**src/rtl/regfile_pkg.sv**
```systemverilog
// Shared constants for the MIPS register file slice: well-known register
// indices, default geometry and the read-port limit.
package regfile_pkg;

    localparam int ZERO = 0;
    localparam int V0   = 2;
    localparam int A0   = 4;
    localparam int RA   = 31;

    localparam int DEFAULT_DATA_W = 32;
    localparam int DEFAULT_ADDR_W = 5;
    localparam int MAX_NUM_RD     = 4;

endpackage

```
**src/rtl/regfile_busy_tracker.sv**
```systemverilog
// Per-register busy scoreboard for long-latency results (load, mult/div),
// with a sticky error flag for pending an already-busy register.
module regfile_busy_tracker
    import regfile_pkg::*;
#(
    parameter int ADDR_W   = DEFAULT_ADDR_W,
    parameter bit ZERO_REG = 1'b1
) (
    input  logic                   clk,
    input  logic                   rst,
    input  logic                   wr0_en,
    input  logic [ADDR_W-1:0]      wr0_addr,
    input  logic                   wr1_en,
    input  logic [ADDR_W-1:0]      wr1_addr,
    input  logic                   pend_en,
    input  logic [ADDR_W-1:0]      pend_addr,
    output logic [(2**ADDR_W)-1:0] busy,
    output logic                   pend_err
);

    localparam int NUM_REGS = 2**ADDR_W;

    logic [NUM_REGS-1:0] busy_q, busy_d;
    logic [NUM_REGS-1:0] set_v, clr_v;
    logic                pend_err_q, pend_err_d;
    logic                wr0_eff, wr1_eff, pend_eff;

    assign wr0_eff  = wr0_en  && !(ZERO_REG && (wr0_addr  == '0));
    assign wr1_eff  = wr1_en  && !(ZERO_REG && (wr1_addr  == '0));
    assign pend_eff = pend_en && !(ZERO_REG && (pend_addr == '0));

    // A new pend on a register whose result is landing this cycle wins.
    always_comb begin
        set_v = '0;
        clr_v = '0;
        for (int r = 0; r < NUM_REGS; r++) begin
            if ((wr0_eff && (wr0_addr == ADDR_W'(r))) ||
                (wr1_eff && (wr1_addr == ADDR_W'(r))))
                clr_v[r] = 1'b1;
            if (pend_eff && (pend_addr == ADDR_W'(r)))
                set_v[r] = 1'b1;
        end
        busy_d     = (busy_q & ~clr_v) | set_v;
        pend_err_d = pend_err_q |
                     (pend_eff && busy_q[pend_addr] && !clr_v[pend_addr]);
    end

    always_ff @(posedge clk or posedge rst) begin
        if (rst) begin
            busy_q     <= '0;
            pend_err_q <= 1'b0;
        end else begin
            busy_q     <= busy_d;
            pend_err_q <= pend_err_d;
        end
    end

    assign busy     = busy_q;
    assign pend_err = pend_err_q;

endmodule

```
**src/rtl/regfile_scoreboard.sv**
```systemverilog
// Multi-port MIPS register file with primary and link write ports,
// same-cycle write-to-read bypass, and a busy scoreboard driving stall.
module regfile_scoreboard
    import regfile_pkg::*;
#(
    parameter int DATA_W   = DEFAULT_DATA_W,
    parameter int ADDR_W   = DEFAULT_ADDR_W,
    parameter int NUM_RD   = 2,
    parameter bit ZERO_REG = 1'b1
) (
    input  logic                     clk,
    input  logic                     rst,
    input  logic [NUM_RD-1:0]        rd_en,
    input  logic [NUM_RD*ADDR_W-1:0] rd_addr,
    output logic [NUM_RD*DATA_W-1:0] rd_data,
    output logic [NUM_RD-1:0]        rd_busy,
    output logic                     stall,
    input  logic                     wr0_en,
    input  logic [ADDR_W-1:0]        wr0_addr,
    input  logic [DATA_W-1:0]        wr0_data,
    input  logic                     wr1_en,
    input  logic [ADDR_W-1:0]        wr1_addr,
    input  logic [DATA_W-1:0]        wr1_data,
    input  logic                     pend_en,
    input  logic [ADDR_W-1:0]        pend_addr,
    output logic                     pend_err,
    input  logic [ADDR_W-1:0]        dbg_addr,
    output logic [DATA_W-1:0]        dbg_data
);

    localparam int NUM_REGS = 2**ADDR_W;

    logic [DATA_W-1:0]   mem_q [NUM_REGS];
    logic [DATA_W-1:0]   mem_d [NUM_REGS];
    logic [NUM_REGS-1:0] busy;
    logic                wr0_eff, wr1_eff;
    logic [ADDR_W-1:0]   idx;
    logic                hit0, hit1, idx_zero;

    // Gating with rst keeps the bypass from leaking write data while in reset.
    assign wr0_eff = wr0_en && !rst && !(ZERO_REG && (wr0_addr == '0));
    assign wr1_eff = wr1_en && !rst && !(ZERO_REG && (wr1_addr == '0));

    regfile_busy_tracker #(
        .ADDR_W  (ADDR_W),
        .ZERO_REG(ZERO_REG)
    ) u_busy (
        .clk      (clk),
        .rst      (rst),
        .wr0_en   (wr0_en),
        .wr0_addr (wr0_addr),
        .wr1_en   (wr1_en),
        .wr1_addr (wr1_addr),
        .pend_en  (pend_en),
        .pend_addr(pend_addr),
        .busy     (busy),
        .pend_err (pend_err)
    );

    always_comb begin
        mem_d = mem_q;
        if (wr0_eff) mem_d[wr0_addr] = wr0_data;
        if (wr1_eff) mem_d[wr1_addr] = wr1_data;
    end

    always_ff @(posedge clk or posedge rst) begin
        if (rst) begin
            for (int i = 0; i < NUM_REGS; i++) mem_q[i] <= '0;
        end else begin
            mem_q <= mem_d;
        end
    end

    // Link write has priority over the primary write on the bypass path.
    always_comb begin
        rd_data  = '0;
        rd_busy  = '0;
        idx      = '0;
        hit0     = 1'b0;
        hit1     = 1'b0;
        idx_zero = 1'b0;
        for (int k = 0; k < NUM_RD; k++) begin
            idx      = rd_addr[k*ADDR_W +: ADDR_W];
            hit0     = wr0_eff && (wr0_addr == idx);
            hit1     = wr1_eff && (wr1_addr == idx);
            idx_zero = ZERO_REG && (idx == '0);
            if (idx_zero)
                rd_data[k*DATA_W +: DATA_W] = '0;
            else if (hit1)
                rd_data[k*DATA_W +: DATA_W] = wr1_data;
            else if (hit0)
                rd_data[k*DATA_W +: DATA_W] = wr0_data;
            else
                rd_data[k*DATA_W +: DATA_W] = mem_q[idx];
            rd_busy[k] = busy[idx] && !(hit0 || hit1) && !idx_zero;
        end
    end

    assign stall    = |(rd_en & rd_busy);
    assign dbg_data = mem_q[dbg_addr];

endmodule

```
**config.mk**
```make
export PLATFORM = sky130hd
export DESIGN_NAME = regfile_scoreboard
export DESIGN_NICKNAME = d
export VERILOG_FILES = /design/src/rtl/regfile_pkg.sv /design/src/rtl/regfile_busy_tracker.sv /design/src/rtl/regfile_scoreboard.sv
export SDC_FILE = /design/constraint.sdc
export NUM_CORES = 2
export LEC_CHECK = 0
export BUFFER_PORTS_ARGS = -buffer_cell sky130_fd_sc_hd__buf_2
export CAP_MARGIN = 40
export CORE_ASPECT_RATIO = 1.4
export CORE_UTILIZATION = 40
export DETAILED_ROUTE_END_ITERATION = 12
export GPL_ROUTABILITY_DRIVEN = 0
export PLACE_DENSITY_LB_ADDON = 0.15
export RECOVER_POWER = 100
export REMOVE_ABC_BUFFERS = 1
export SETUP_SLACK_MARGIN = 0.4
export SLEW_MARGIN = 10
export SYNTH_ARGS = -nofsm -noshare
export SYNTH_HDL_FRONTEND = slang
export SYNTH_SLANG_ARGS = --single-unit
export TNS_END_PERCENT = 100
```
**constraint.sdc**
```tcl
create_clock -name clk -period 68.4 [get_ports clk]
set_input_delay 13.68 -clock clk [delete_from_list [all_inputs] [get_ports clk]]
set_output_delay 13.68 -clock clk [all_outputs]
set_load 0.02 [all_outputs]
```
==> results.yml <==
status:
  run_status: "finished, violations left"
  violations: "max-capacitance violations, max-slew violations"
synth:
  yosys.area.top_type_share_pct: 35.21
  synth_top_flop_cell: "dfrtp_1"
  syn_area_um2: 75110
  yosysTopAreaCell: "dfrtp_1"
  synth_cell_types: 64
  ys_top_cells_by_area: "dfrtp_1, mux4_2, mux2i_1, a21oi_1, nor2_1"
  synth_edf_count: 0
  postSynthRegisterBits: 1057
  syn_area_per_cell_um2: 11.61
  synth.most_common_cell: "mux2i_1"
  synth_common_cells: "mux2i_1, dfrtp_1, mux4_2, nor2_1, a21oi_1"
  async_reset_ff_share_pct: 100.0
  syn_inst: 6470
  yosysWarningCount: 0
  ys_seq_area_share_pct: 35.21
worst_setup_path:
  worst_setup_path_end_kind: "primary output"
  cp.arrival_ps: 27550
  cp_cell_sequence: "clkbuf_1, clkbuf_1, clkbuf_1, clkbuf_1, clkbuf_1, clkbuf_1, mux4_2, mux4_2, mux2_1, buf_2"
  critPathLaunchType: "input port"
  reg2regPathDepth: 6
  critPathKind: "in -> out"
  required_ps: 54720
  worstReg2RegStart: "u_busy.busy[25]$_DFF_PP0_"
  critPathTopFamily: "buffers and inverters"
  worstSetupStartpoint: "dbg_addr[0]"
  cp_slowest_cell: "clkbuf_1"
  crit_path_frequent_cell: "clkbuf_1"
  critPathMaxFanout: 55
  worst-path-buf-inv: 7
  rr_endpoint: "u_busy.pend_err$_DFF_PP0_"
  ff2ff_setup_slack_ps: 66580
  slowest_delay_ps: 3660
timing:
  hold_viol: 0
  min_period_over_period_pct: 60.28
  maxSlewViolCount: 3009
  setup_violations: 0
  period_minus_slack_ps: 41230
  tns_ps: 0
  rsz0062_at_grt: "false"
  setup_slack_ps: 27170
  finalClockSkew_ps: 3.873
  relSlewSlack_pct: -512.2
  clock.fmax_mhz: 24.25
  worst_slew_pin_slew_ps: 9183
final_layout:
  drive_above_1_share_pct: 24.33
  fin_nets: 6209
  nFillCells: 17180
  regArea_um2: 26450
  multi_input_area_um2: 45090
  synthToLayoutAreaGrowth_pct: 8.452
floorplan:
  die_h_um: 514.7
  num_rows: 187
  coreArea_um2: 186000
  ios: 201
  die_area_um2: 189500
  dieWidth_um: 368.2
  start_util_pct: 40.38
place:
  place.detailed.hpwl_um: 189700
  dpl_worst_slack_ps: 36380
  io_buffers: 200
drt:
  routed-wl-met3_um: 33250
  wl_met2_um: 145300
  dr.max_layer_used: "met5"
  wirelength_um: 320500
  via_per_inst: 6.734
  drc: 0
  drt_pass1_iterations: 6
  num_vias: 58320
  drtIter0Drc: 7698
  antenna_left: 0
  met1_length_um: 122700
  avgRoutedWirePerCell_um: 37.00
clock_tree:
  cts_resized: 0
  clock-sinks: 1057
  clockBufferDepth: 3
  clk_pin_slew_ps: 60
  hold_buffers: 0
  tritoncts: "yes"
  cts_setup_buffers: 0
  insertion_delay_ps: 780
  htree_levels: 3
  cts_inserted_buffers: 116
  cts_root_buf: "clkbuf_16"
grt:
  grt_use_total_pct: 33.67
  antenna_found_initial: 14
  grt_pass1_vias: 57360
  global_route.overflow_total: 0
  grt_max_degree: 163
  grt_pass1_wl_um: 452200
hold_path:
  min_path_type: "reg -> reg"
  hp-start: "mem_q[1010]$_DFF_PP0_"
  worstHoldEndpoint: "mem_q[1010]$_DFF_PP0_"
  hold_path_depth: 0
pwr:
  ir_worst_vdd_uv: 23.55
  power_density_nw_per_um2: 28.06
  p_leak_nw: 35.47
job:
  maxCapViolations: 92
per-stage QoR:
stage	hold slack (ps)	power [mW]	area, µm²	util (%)	std cells
floorplan	381.2	1.365	71370	-	5592
detailed placement	401.6	1.608	78450	42.17	8440
global placement	392.8	1.581	77110	41.45	8384
global route	428.6	2.385	81450	43.79	8657
CTS	414.9	2.295	82490	44.34	8649
finish	412.1	2.286	81460	43.80	8661
cells by family after synthesis:
logic type,Yosys count,share of synthesized area (%)
multiplexers,2083,44.27
AO/OA/AOI/OAI,1210,8.668
AND/OR/NAND/NOR,1209,6.563
flip-flops,1057,35.21
buffers and inverters,891,5.052
XOR/XNOR,20,0.2332
cells in the final DEF (no fill, tap or decap), drive strengths merged, types with 12 or more instances in the layout:
cell type,instances
a21oi,609
a32oi,65
nor3,22
o21ai,462
o22ai,12
and3,17
mux2i,1062
buf,270
bufinv,13
a22o,15
nand2,446
xor2,12
inv,15
nor2,636
nand3,27
a22oi,15
clkbuf,300
mux4,988
mux2,33
clkinv,20
dfrtp,1057
sequential cells by signal, summed over array words and instances (netlist names):
signal,count
u_busy.busy,32
u_busy.pend_err,1
mem_q,1024
worst max path at each step:
stage	endpoint	slack [ps]	cells after the start
global route	dbg_data[23]	25450	10
CTS	dbg_data[29]	36400	9
global placement	dbg_data[29]	36280	8
floorplan	rd_data[32]	15220	6
detailed placement	dbg_data[29]	36380	9
finish	dbg_data[22]	27170	10
report_power, final:
group / internal, mW / switching [mW] / total (mW)
Sequential: 0.776 / 0.150 / 0.926
Clock: 0.398 / 0.290 / 0.688
Combinational: 0.376 / 0.295 / 0.672
final cells by class:
cell class	instances	share of cell area, %
multi-input combinational	4522	55.35
sequential	1057	32.47
clock buffer	172	4.267
tap	2457	3.774
timing repair buffer	398	3.373
clock inverter	37	0.6896
inverter	13	0.06144
antenna	5	0.01536
metal layers:
metal	up-vias	track usage, %
li1	23730	-
met1	30070	44.89
met3	843	7.226
met4	4	17.64
met2	3683	51.52
met5	-	0
(Power assumes the default switching activity.)
